===== src/rtl/hazard_ctrl.sv =====
// Purpose: decode-stage hazard controller; scoreboards long-latency destinations and sequences the shared MDU.
// Latency: stall_id/issue/mdu_start/mdu_kill are combinational; scoreboard, FSM and watchdog update on the next clk edge.
// Backpressure: decode is held with stall_id on RAW/WAW/structural hazards; flush_all overrides and drops the instruction.
//
// Ports:
//   clk, reset             - core clock, synchronous active-high reset
//   id_*                   - decoded instruction currently in ID (sources, destination, class)
//   res_valid, res_rd      - long-latency result reaching the forwarding path this cycle
//   mdu_done               - MDU finished its current op
//   flush_all              - whole-pipeline flush (exception/trap)
//   stall_id, issue        - hold decode / advance ID->EX
//   mdu_start, mdu_kill    - MDU start pulse / abort
//   mdu_timeout            - sticky watchdog flag
//   busy_mask              - scoreboard contents, debug view
//
// Build option: define HAZARD_RES_BYPASS_EN to let a result arriving this cycle
// clear the hazard immediately (dependent instruction issues in the res_valid cycle).
// Without it, the dependent instruction issues the cycle after res_valid.

module hazard_ctrl #(
  parameter int MDU_TIMEOUT = 64
) (
  input  logic        clk,
  input  logic        reset,
  input  logic        id_valid,
  input  logic [4:0]  id_rs1,
  input  logic [4:0]  id_rs2,
  input  logic        id_rs1_used,
  input  logic        id_rs2_used,
  input  logic [4:0]  id_rd,
  input  logic        id_regwrite,
  input  logic        id_is_load,
  input  logic        id_is_mdu,
  input  logic        res_valid,
  input  logic [4:0]  res_rd,
  input  logic        mdu_done,
  input  logic        flush_all,
  output logic        stall_id,
  output logic        issue,
  output logic        mdu_start,
  output logic        mdu_kill,
  output logic        mdu_timeout,
  output logic [31:0] busy_mask
);

  // MDU sequencer states
  localparam logic [0:0] ST_IDLE = 1'b0;
  localparam logic [0:0] ST_BUSY = 1'b1;

  // Counter value at which the watchdog fires (mdu_cnt counts BUSY cycles from 0)
  localparam logic [7:0] TO_LAST = 8'(MDU_TIMEOUT - 1);

  logic [31:0] sb;
  logic [31:0] sb_next;
  logic [31:0] clr_mask;
  logic [31:0] set_mask;
  logic [31:0] busy_vec;
  logic [0:0]  state;
  logic [0:0]  state_next;
  logic [7:0]  mdu_cnt;
  logic [7:0]  cnt_next;
  logic        raw_haz;
  logic        waw_haz;
  logic        str_haz;
  logic        sb_set_en;
  logic        timeout_hit;

  // ------------------------------------------------------------------
  // Scoreboard view used for hazard detection
  // ------------------------------------------------------------------
  always_comb begin
    clr_mask = '0;
    if (res_valid) begin
      clr_mask = 32'b1 << res_rd;
    end
  end

`ifdef HAZARD_RES_BYPASS_EN
  // A result arriving this cycle is forwarded, so it no longer blocks.
  assign busy_vec = sb & ~clr_mask;
`else
  // The arriving result is only usable from the register file/WB path next cycle.
  assign busy_vec = sb;
`endif

  // ------------------------------------------------------------------
  // Hazard detection and issue
  // ------------------------------------------------------------------
  always_comb begin
    raw_haz = (id_rs1_used & busy_vec[id_rs1]) | (id_rs2_used & busy_vec[id_rs2]);
    waw_haz = id_regwrite & busy_vec[id_rd];
    str_haz = id_is_mdu & (state != ST_IDLE);
  end

  assign stall_id  = id_valid & ~flush_all & (raw_haz | waw_haz | str_haz);
  assign issue     = id_valid & ~flush_all & ~stall_id;
  // issue already excludes the structural hazard, so the FSM is IDLE here
  assign mdu_start = issue & id_is_mdu & (state == ST_IDLE);
  assign mdu_kill  = flush_all & (state == ST_BUSY);

  // ------------------------------------------------------------------
  // Scoreboard next state: clear first so a same-index set wins
  // ------------------------------------------------------------------
  assign sb_set_en = issue & id_regwrite & (id_is_load | id_is_mdu) & (id_rd != 5'd0);

  always_comb begin
    set_mask = '0;
    if (sb_set_en) begin
      set_mask = 32'b1 << id_rd;
    end
  end

  always_comb begin
    sb_next    = (sb & ~clr_mask) | set_mask;
    sb_next[0] = 1'b0;
  end

  // ------------------------------------------------------------------
  // MDU FSM and watchdog counter
  // ------------------------------------------------------------------
  always_comb begin
    state_next = state;
    cnt_next   = mdu_cnt;
    case (state)
      ST_IDLE: begin
        // mdu_done while IDLE is a stale/unrelated pulse and is ignored
        if (mdu_start) begin
          state_next = ST_BUSY;
          cnt_next   = '0;
        end
      end
      ST_BUSY: begin
        if (mdu_done) begin
          state_next = ST_IDLE;
        end
        if (mdu_cnt != 8'hFF) begin
          cnt_next = mdu_cnt + 8'd1;
        end
      end
      default: begin
        state_next = ST_IDLE;
        cnt_next   = '0;
      end
    endcase
  end

  assign timeout_hit = (state == ST_BUSY) && (mdu_cnt == TO_LAST);

  // ------------------------------------------------------------------
  // State registers: reset beats flush beats normal update
  // ------------------------------------------------------------------
  always_ff @(posedge clk) begin
    if (reset) begin
      sb          <= '0;
      state       <= ST_IDLE;
      mdu_cnt     <= '0;
      mdu_timeout <= 1'b0;
    end else if (flush_all) begin
      sb          <= '0;
      state       <= ST_IDLE;
      mdu_cnt     <= '0;
      mdu_timeout <= 1'b0;
    end else begin
      sb      <= sb_next;
      state   <= state_next;
      mdu_cnt <= cnt_next;
      if (timeout_hit) begin
        mdu_timeout <= 1'b1;
      end
    end
  end

  assign busy_mask = sb;

endmodule


===== config.mk =====
export PLATFORM = sky130hd
export DESIGN_NAME = hazard_ctrl
export DESIGN_NICKNAME = d
export VERILOG_FILES = /design/src/rtl/hazard_ctrl.sv
export SDC_FILE = /design/constraint.sdc
export NUM_CORES = 1
export LEC_CHECK = 0
export BUFFER_PORTS_ARGS = -buffer_cell sky130_fd_sc_hd__buf_2
export CORE_ASPECT_RATIO = 2
export CORE_MARGIN = 1.5
export CORE_UTILIZATION = 50
export DETAILED_ROUTE_END_ITERATION = 10
export GPL_TIMING_DRIVEN = 1
export PLACE_DENSITY_LB_ADDON = 0.2
export SYNTH_ARGS = -nofsm -noshare
export SYNTH_HDL_FRONTEND = slang
export SYNTH_SLANG_ARGS = --single-unit

===== constraint.sdc =====
create_clock -name clk -period 5.4 [get_ports clk]
set_input_delay 1.35 -clock clk [delete_from_list [all_inputs] [get_ports clk]]
set_output_delay 1.35 -clock clk [all_outputs]
set_load 0.05 [all_outputs]

# == Yosys cells after proc, flatten, opt, wreduce, memory -nomap -nowiden ==
# Index checks and enable logic that the tools add are counted.
# totals
word_cells,56
output_inout_bits,37
regBits,42
input_bits,31
# op_classes
shifts,2
n_lt_le_gt_ge,3
muxes,14
bitwise_logic,23
reduce_logical,4
eq_ne,4
add_sub_neg,1
# op_table
cell,count
two-way mux 32 bit,2
<< shifter 1 x 5 -> 32 bit (first input constant),2
bitwise AND 32 bit,1
inverter 32 bit,1
bitwise OR 32 bit,1
< comparator 5 x 6 -> 1 bit (second input constant),3
two-way mux 8 bit,2
one-hot mux 8 bit (2 select lines),1
binary-select mux 1 bit (select 5 bit),3
bitwise AND 1 bit,13
adder 8 x 1 -> 8 bit (second input constant),1
equality test 8 x 6 -> 1 bit (second input constant),1
inequality test 8 bit (second input constant),1
two-way mux 1 bit,5
nonzero test 5 bit,1
bitwise OR 1 bit,4
inverter 1 bit,3
inequality test 2 x 1 -> 1 bit (second input constant),1
inequality test 2 bit (second input constant),1
one-hot mux 1 bit (2 select lines),1
AND reduction 2 bit,1
OR reduction 2 bit,1
logical AND 1 bit,1

# == Depth between registers and ports, before layout ==
# Gate-level depths: netlist (run 1).
# depth
word_depth,14
mapped_depth,10
depth_no_buf,7

# == Worst setup path after synthesis (run 1) ==
# Ideal clock, no wire load.
# synth_timing
kind,in2out
from,input port id_rs2[0]
to,output port issue
stages,9
t_required_ns,4.050
n_path_buf,2
t_arrival_ns,3.602
slack_ns,0.448
path_cell_list,buf_6 > mux4_1 > mux2_2 > a21oi_1 > o31ai_1 > a221oi_2 > buf_6 > nand2_1 > nor2_1
# synth_between
elab_chain_len,9
# synth_lines
item,line,rtl
"start, declared",27,"input logic [4:0] id_rs2,"
binary-select mux 1 bit (select 5 bit),90,raw_haz = (id_rs1_used & busy_vec[id_rs1]) | (id_rs2_used & busy_vec[id_rs2]);
two-way mux 1 bit (implied by the code),90,
bitwise AND 1 bit,90,
bitwise OR 1 bit,90,
bitwise OR 1 bit (2 in series),95,assign stall_id = id_valid & ~flush_all & (raw_haz | waw_haz | str_haz);
bitwise AND 1 bit,95,
inverter 1 bit,96,assign issue = id_valid & ~flush_all & ~stall_id;
bitwise AND 1 bit,96,
"end, declared",39,"output logic issue,"
# No other way between the ends. The select of a mux whose other input is x is not followed.

# == Worst setup path after layout (run 1) ==
# layout_timing
from,input port id_rd[1]
to,output port mdu_start
# layout_between
elab_chain_len,10
# layout_lines
item,line,rtl
"start, declared",30,"input logic [4:0] id_rd,"
binary-select mux 1 bit (select 5 bit),91,waw_haz = id_regwrite & busy_vec[id_rd];
two-way mux 1 bit (implied by the code),91,
bitwise AND 1 bit,91,
bitwise OR 1 bit (2 in series),95,
bitwise AND 1 bit,95,
inverter 1 bit,96,
bitwise AND 1 bit,96,
bitwise AND 1 bit (2 in series),98,assign mdu_start = issue & id_is_mdu & (state == ST_IDLE);
"end, declared",40,"output logic mdu_start,"
# No other way between the ends. The select of a mux whose other input is x is not followed.

==> summary by stage, run 1 <==
Placed design
After legalization and detailed placement, the total HPWL measured 6580 µm. In this run the tool buffered the top-level ports with 66 buffer cells. The congestion estimate from routability-driven global placement came to 0.902. The count of placed standard cells including taps is 394.

Synthesis
For this run, asynchronously set or reset flops after synthesis account for 0%. The average cell area after synthesis is 9.44 µm². The library cell occupying the most area in the post-synthesis netlist is dfxtp_1. The number of standard cells after synthesis is 288. By count the netlist is led by dfxtp_1, o211ai_1, o21ai_1, nand3_1, mux2i_1. The netlist area before placement is 2720 µm². The most instantiated flip-flop cell in the synthesis netlist is dfxtp_1. The most used standard cell by instance count after synthesis is dfxtp_1. The number of flops mapped to enable cells by yosys is 0. After synthesis, the largest area contributor takes up 30.2% of total cell area. The post-synthesis cell type count is 51. The synthesized flop and latch total is 41. Sorting the synthesized cells by area gives the leading types as dfxtp_1, mux4_2, o211ai_1.

The number of nets in the synthesized netlist is 320. Summing the sequential cell areas from Yosys gives 30.2% of the chip area. The total number of yosys warnings is 0.

Global routing
The number of antenna violations at the first check in global routing came to 0. The pin count of the biggest net entering global routing is 37. For this run, the total global-route usage over all layers was measured as 33.1%. The total congestion overflow after global routing is 0. The via count of the first global-routing pass is 2694.

The first-pass GRT wire length is 13800 µm.

Route
The number of design-rule violations left by the first detailed-router iteration is 103. Across all layers, the routed design uses 2701 vias. Dividing the detail-routed wire length by the instance count gives 21.2 µm. For this block, the routed nets add up to 8510 µm of wire. In this run the remaining antenna-violating nets after routing total 0. The number of vias per cell is 6.72.

After detailed routing, the number of remaining DRC violations is 0. For this run, the detailed router's first-pass iteration total came to 4.

Pwr
Summing internal, switching and leakage power gives 0.657 mW. The leakage component of the power is 1.35 nW. The worst-case IR drop observed on VDD is 0.000199 V. In this run the power density over the cells is 208 nW/µm².

CTS
The number of buffers inserted during clock tree synthesis is 5. The clock tree synthesis step divided the H-tree into 2 levels. The maximum clock path buffer count is 2.

The insertion delay of the later-clocked pin in the worst-skew pair is 0.31 ns. The clock input transition at the sequential cells of the worst setup and hold paths is 0.08 ns. The number of instances resized during post-cts repair is 0.

The number of hold buffers added after CTS was 0. TritonCTS built the clock tree. The clock net in this run drives a total of 41 sinks. After clock tree synthesis, the setup repair step added 0 buffers. The buffer type at the clock tree root is clkbuf_8.

Timing
Of the available clock period, the critical path in the final layout requires 91.8%. The number of pins with negative max-slew slack in the final report is 0. Setup repair after global routing left no endpoint under its margin.

The maximum clock skew at final layout is 0.00483 ns. After layout, the minimum clock period comes to 4.96 ns. For this run, the top clock speed supported by timing is 202 MHz.

Setup violations remaining at the end of the flow were counted as 0. The final hold violation count was 0. After routing, the total negative slack on setup checks comes to 0 ns. The headroom to the max-slew limit is 51.2%. For the pin with the worst max-slew slack, the measured transition is 0.726 ns.

Critical path
The slowest stage of the critical path is the a221oi_2 cell. The critical path data arrival time is 3.61 ns. The count of cells along the worst register-to-register path is 8. The critical path in this run is classified as in -> out.

The largest stage delay on the critical path is 0.45 ns. The sort of element at the end of the critical path is an output pin. For flop-to-flop paths, the worst setup slack is 2.85 ns. Grouping stages by cell kind, the critical path spends the most delay in compound AO/OA/AOI/OAI gates.

The end of the worst register-to-register path is busy_mask[6]$_SDFF_PP0_. At the worst endpoint, the required time is 4.05 ns. The worst setup path is launched from an input pin. The critical path runs through a total of 8 cells. The worst flop-to-flop path startpoint is busy_mask[22]$_SDFF_PP0_. The worst path buffer plus inverter count is 2. Among the stages of the critical path, the cell type that occurs most often is buf_2. Walking the worst path, the cells encountered are buf_2 -> mux2_2 -> or3_1 -> o211ai_1 -> o221ai_1 -> a221oi_2 -> and4b_1 -> buf_2.

Along the worst path, the maximum fanout reaches 15.

Cells and area
The layout has 487 filler cells. In the final layout, the share of cells above drive strength 1 is 31.4%. The layout-stage area growth over the synthesis result is 16.0%.

The finished layout holds 402 standard cells, fillers aside. 0 antenna diodes ended up in the layout. The number of nets in the finished design is 375.

Die
The floorplan row count is 37. The effective utilization at floorplan is 52.5%. The number of top-level design ports is 68. The floorplan step set the die height to 107 µm. In this run the standard cell core region covers 5180 µm². The overall die area is 5920 µm². The die width is 55.2 µm.

Hold path
The destination of the worst hold path is mdu_timeout$_SDFFE_PP0P_. In this run the worst hold path is classified as reg -> reg. The worst hold path begins at mdu_timeout$_SDFFE_PP0P_. The count of cells along the worst hold path is 2.

Run
The tool flagged a number of max-cap violations equal to 0.

Outcome
The flow ran to the end, and the final reports show no timing, DRC or antenna violations.
-- registers in the layout (all words and copies together) (netlist names) --
register     flops
mdu_cnt          8
mdu_timeout      1
state            1
busy_mask       31
-- power by group --
part           total, mW  internal (mW)  switching [mW]
clock network      0.258          0.138           0.119
registers          0.303          0.302        0.000706
logic             0.0965         0.0317          0.0648
-- layout by cell type (no fill, tap or decap), types with 5 or more instances in the layout --
cell | netlist | layout
clkbuf_8 | 0 | 5
o211ai_1 | 33 | 33
mux4_2 | 13 | 13
nand2b_1 | 6 | 6
inv_1 | 5 | 5
nand2_1 | 14 | 14
nor2b_1 | 8 | 8
mux2i_1 | 16 | 16
dfxtp_1 | 41 | 41
nand3b_1 | 5 | 5
nand3_1 | 19 | 19
o21ai_1 | 31 | 31
o21ai_0 | 5 | 5
nor3_1 | 6 | 6
buf_2 | 6 | 66
nor2_1 | 9 | 8
-- per-stage QoR --
step                      worst slack (ns)  util [%]  area [µm²]  hold slack, ns
final                                0.443      60.8        3150           0.473
after global placement               0.527      58.6        3040           0.452
after global routing                 0.218      60.8        3150           0.550
after CTS                            0.441      60.8        3150           0.482
after detailed placement             0.460      58.6        3040           0.462
after floorplan                      0.448         -        2720           0.460
-- worst reg2reg max path, stage by stage, from the launching register on --
cell,delay (ns)
dfxtp_1,0.38
mux4_1,0.52
mux2_2,0.28
a21oi_1,0.14
o31ai_1,0.10
a221oi_2,0.39
buf_4,0.27
nand4b_2,0.17
o21ai_1,0.22
-- final cells by class --
| class | instances | area [µm²] | area share, % |
|---|---|---|---|
| timing repair buffer | 70 | 360 | 11.4 |
| clock inverter | 3 | 46.3 | 1.47 |
| clock buffer | 5 | 68.8 | 2.18 |
| inverter | 5 | 18.8 | 0.595 |
| sequential | 41 | 821 | 26.0 |
| multi-input combinational | 220 | 1770 | 56.0 |
| tap | 58 | 72.6 | 2.30 |
-- how the worst max path moves through the flow --
stage	start	endpoint	slack [ns]
5_1_grt	id_rd[1]	issue	0.22
3_5_place_dp	id_rd[1]	mdu_start	0.46
6_report	id_rd[1]	mdu_start	0.44
2_1_floorplan	id_rs2[0]	issue	0.45
3_3_place_gp	id_rd[1]	mdu_start	0.53
4_1_cts	id_rd[1]	mdu_start	0.44
-- per-layer routing --
layer	track usage, %	routed length [µm]
met1	33.0	2810
met2	54.5	4680
met3	10.6	549
met4	22.6	470
met5	0	0
-- cell families after synthesis --
kind of cell	count (synthesis)	synth area share, %
other cells	1	0.138
simple gates	96	22.4
flops	41	30.2
mux	36	21.2
fa+ha+maj	1	0.460
buf+inv	27	4.97
compound gates	85	20.3
xor+xnor	1	0.322
Power figures use the tool's default switching activity.
==> run 2, diff against run 1 <==
- ABC_AREA: default -> 1
- CORE_MARGIN: 1.5 -> 2
==> summary by stage, run 2 <==
Outcome
The run finished with clean final reports.

Hold path
The hold path startpoint is mdu_timeout$_SDFFE_PP0P_. The min-delay analysis places its worst path in the category reg -> reg. The destination of the worst hold path is mdu_timeout$_SDFFE_PP0P_. The count of cells along the worst hold path is 2 (unchanged).

CTS
The post-cts hold buffer count is 0 (unchanged). The total clock sinks is 41 (unchanged). The number of buffers inserted during clock tree synthesis is 5 (unchanged). The H-tree depth is 2 (unchanged).

The buffer type at the clock tree root is clkbuf_16. TritonCTS built the clock tree. The number of instances resized during post-cts repair came to 0 (unchanged). The maximum clock path buffer count came to 2 (unchanged). The clock input transition at the sequential cells of the worst setup and hold paths is 0.06 ns (-0.02 ns).

The number of setup buffers added after CTS is 0 (unchanged). The insertion delay of the later-clocked pin in the worst-skew pair is 0.29 ns (-0.02 ns).

Cells and area
The number of nets in the finished design is 635 (+69%). The antenna diode count is 0 (unchanged). Relative to the synthesized area, the layout overhead comes to 11.3%. The number of flip-flops in the largest register is 31 (unchanged). Leaving out fill and tap cells, the most frequent cells in the layout are nand2_1, nand3_1, buf_2, inv_1, nor2_1. The fraction of final layout cells sized beyond drive strength 1 is 24.0% (-7.4 points).

The library cell used most frequently in the layout, excluding fill and tap cells, is nand2_1. The final instance area is 3740 µm² (+19%).

Route
The number of design-rule violations left by the first detailed-router iteration is 323 (+210%). The number of remaining DRC errors is 0 (unchanged). The antenna violation net count after detailed routing is 0 (unchanged). The via count came to 3861 (+43%). The total wirelength of the detailed-routed design is 11300 µm (+32%).

The number of vias per cell came to 5.58 (-17%). The total iterations of the first detailed-routing run came to 5 (+1). The routed wirelength normalized by instance count is 16.3 µm (-23%).

Critical path
The critical path data arrival time is 3.28 ns (-0.33 ns). The worst setup path startpoint is id_rd[0]. The count of cells along the worst register-to-register path was 13 (+5).

The required time of the worst setup path is 4.05 ns (about the same). The reg-to-reg setup timing slack came to 3.11 ns (+0.26 ns). The end of the worst register-to-register path is busy_mask[23]$_SDFF_PP0_. The maximum fanout encountered on the critical timing path came to 20 (+5). The startpoint identified for the worst register-to-register timing path is busy_mask[15]$_SDFF_PP0_. The startpoint-to-endpoint class of the critical path is in -> out. The sort of element at the end of the critical path is an output pin.

STA classifies the critical path startpoint as an input pin.

Placed design
The quantity of I/O buffers inserted on ports was 66 (unchanged). The placed wire-length estimate after detailed placement is 8780 µm (+33%). The total placed instance area is 3600 µm² (+18%). The routability-driven placement congestion ratio is 0.930 (+3.1%).

Timing
The setup violation total in the final timing report is 0 (unchanged). The pin slew with the least headroom to its limit is 0.906 ns (+0.180 ns). Setup repair after global routing left no endpoint under its margin. The maximum clock skew at final layout came to 0.00790 ns (+0.00306 ns). The headroom to the max-slew limit is 39.5% (-12 points). The top achievable clock speed came to 216 MHz (+7.2%). The final total negative setup slack is 0 ns (unchanged). The final clock period utilization by the worst path was 85.7% (-6.1 points). The number of pins with negative max-slew slack in the final report is 0 (unchanged). The clock period minus worst slack is 4.63 ns (-0.332 ns). The final hold violation count is 0 (unchanged).

Die
The core outline area is 6570 µm² (+27%). The number of top-level design ports was 68 (unchanged). The height of the chip is 120 µm (+12%). The effective utilization at floorplan is 51.2% (-1.3 points).

The die width is 62.0 µm (+12%). The overall die area is 7440 µm² (+26%). The floorplan row count is 42 (+14%).

Global routing
The global-route total usage across every layer was 31.8% (-1.3 points). The first-pass GRT wire length was 17700 µm (+28%). The total congestion overflow after global routing was 0 (unchanged). The pin count of the biggest net entering global routing is 38 (+2.7%). The via count of the first global-routing pass is 3594 (+33%). The number of antenna violations at the first check in global routing is 0 (unchanged).

Synthesis
The average cell area after synthesis is 6.03 µm² (-36%). The share of flip-flops with an asynchronous set or reset after synthesis is 0% (unchanged). The number of flops mapped to enable cells by yosys is 0 (unchanged). The number of standard cells after synthesis came to 558 (+94%). The most used flip-flop cell after synthesis is dfxtp_1. The synthesized flop and latch total is 41 (unchanged).

The netlist area before placement was 3360 µm² (+24%). nand2_1 is the most common cell in the netlist. Sorting the synthesized cells by area gives the leading types as dfxtp_1, nand2_1, nand3_1. The post-synthesis cell type count is 35 (-31%).

The post-synthesis sequential area ratio is 24.4% (-5.8 points). The synthesized design spends more area on one cell type than any other, namely dfxtp_1. The number of nets in the synthesized netlist was 590 (+84%).

The total number of yosys warnings is 0 (unchanged). By count the netlist is led by nand2_1, nand3_1, inv_1, nor2_1, dfxtp_1. The share of the synthesized area in the top cell type came to 24.4% (-5.8 points).

Pwr
The sum of internal, switching and leakage power is 0.730 mW (+11%). The power density normalized to cell area was 195 nW/µm² (-6.4%). The leakage component of the power is 1.70 nW (+26%). The highest ir drop seen on vdd was 0.000240 V (+20%).

Run
The number of max-cap violations came to 0 (unchanged).
## run 2: cell types whose count changed after synthesis, moves of 16 or more
cell	delta
inv_1	+51
mux2i_1	-16
o211ai_1	-32
nand3_1	+78
nor2_1	+36
nand2_1	+124
a21oi_2	+20
a21oi_1	+20
o21ai_1	-30
o21ai_0	+30
nand2_2	+29
## run 2: cells by family (layout without fill, tap and decap cells)
logic type / Yosys count / in the layout / share of synthesized area [%]
AND/OR/NAND/NOR: 333 / 333 / 45.2
other: 1 / 1 / 0.112
AO/OA/AOI/OAI: 86 / 86 / 15.8
adder cells (fa/ha/maj): 1 / 1 / 0.372
flip-flops: 41 / 41 / 24.4
buffers and inverters: 96 / 142 / 14.1
## run 2: power by group
part	leakage (nW)	total, mW	internal [mW]	switching, mW
Clock	0.0696	0.298	0.170	0.128
Sequential	0.330	0.304	0.303	0.000705
Combinational	1.30	0.128	0.0339	0.0944
## run 2: final cells by class
class | instances | area, µm²
clock inverters | 3 | 17.5
inverters | 65 | 250
fillers | 721 | 2830
repair buffers | 69 | 353
well taps | 88 | 110
clock buffers | 5 | 125
flip-flops and latches | 41 | 821
multi-input cells | 421 | 2070
## run 2: worst max-delay path, cell delays in order
cell	delay, ns
buf_2	0.39
inv_2	0.19
nand2_2	0.13
inv_1	0.08
nand2_1	0.07
nand3_1	0.07
nand3_1	0.08
nand3_1	0.09
nand3_2	0.09
nand2_2	0.06
nor2_4	0.11
nand3_1	0.07
buf_4	0.17
inv_1	0.05
buf_2	0.25
## run 2: routing by layer
| metal | vias up | GRT usage, % | part of all wire (%) |
|---|---|---|---|
| met1 | 1799 | 35.7 | 38 |
| met3 | 42 | 3.77 | 3.4 |
| li1 | 1894 | - | - |
| met4 | 0 | 17.7 | 6.2 |
| met2 | 126 | 54.3 | 53 |
| met5 | - | 0 | 0 |
## run 2: through the flow
step	std cells	hold slack (ns)	util [%]	worst slack (ns)
6_report	692	0.481	57.0	0.774
5_1_grt	692	0.517	57.0	0.560
4_1_cts	692	0.480	57.0	0.790
3_5_place_dp	684	0.467	54.8	0.793
3_3_place_gp	684	0.453	54.8	0.823
2_1_floorplan	558	0.453	-	0.823
## run 2: worst max path at each step
stage | slack [ns] | end
2_1_floorplan | 0.82 | stall_id
3_3_place_gp | 0.82 | mdu_start
3_5_place_dp | 0.79 | mdu_start
4_1_cts | 0.79 | mdu_start
5_1_grt | 0.56 | mdu_start
6_report | 0.77 | mdu_start
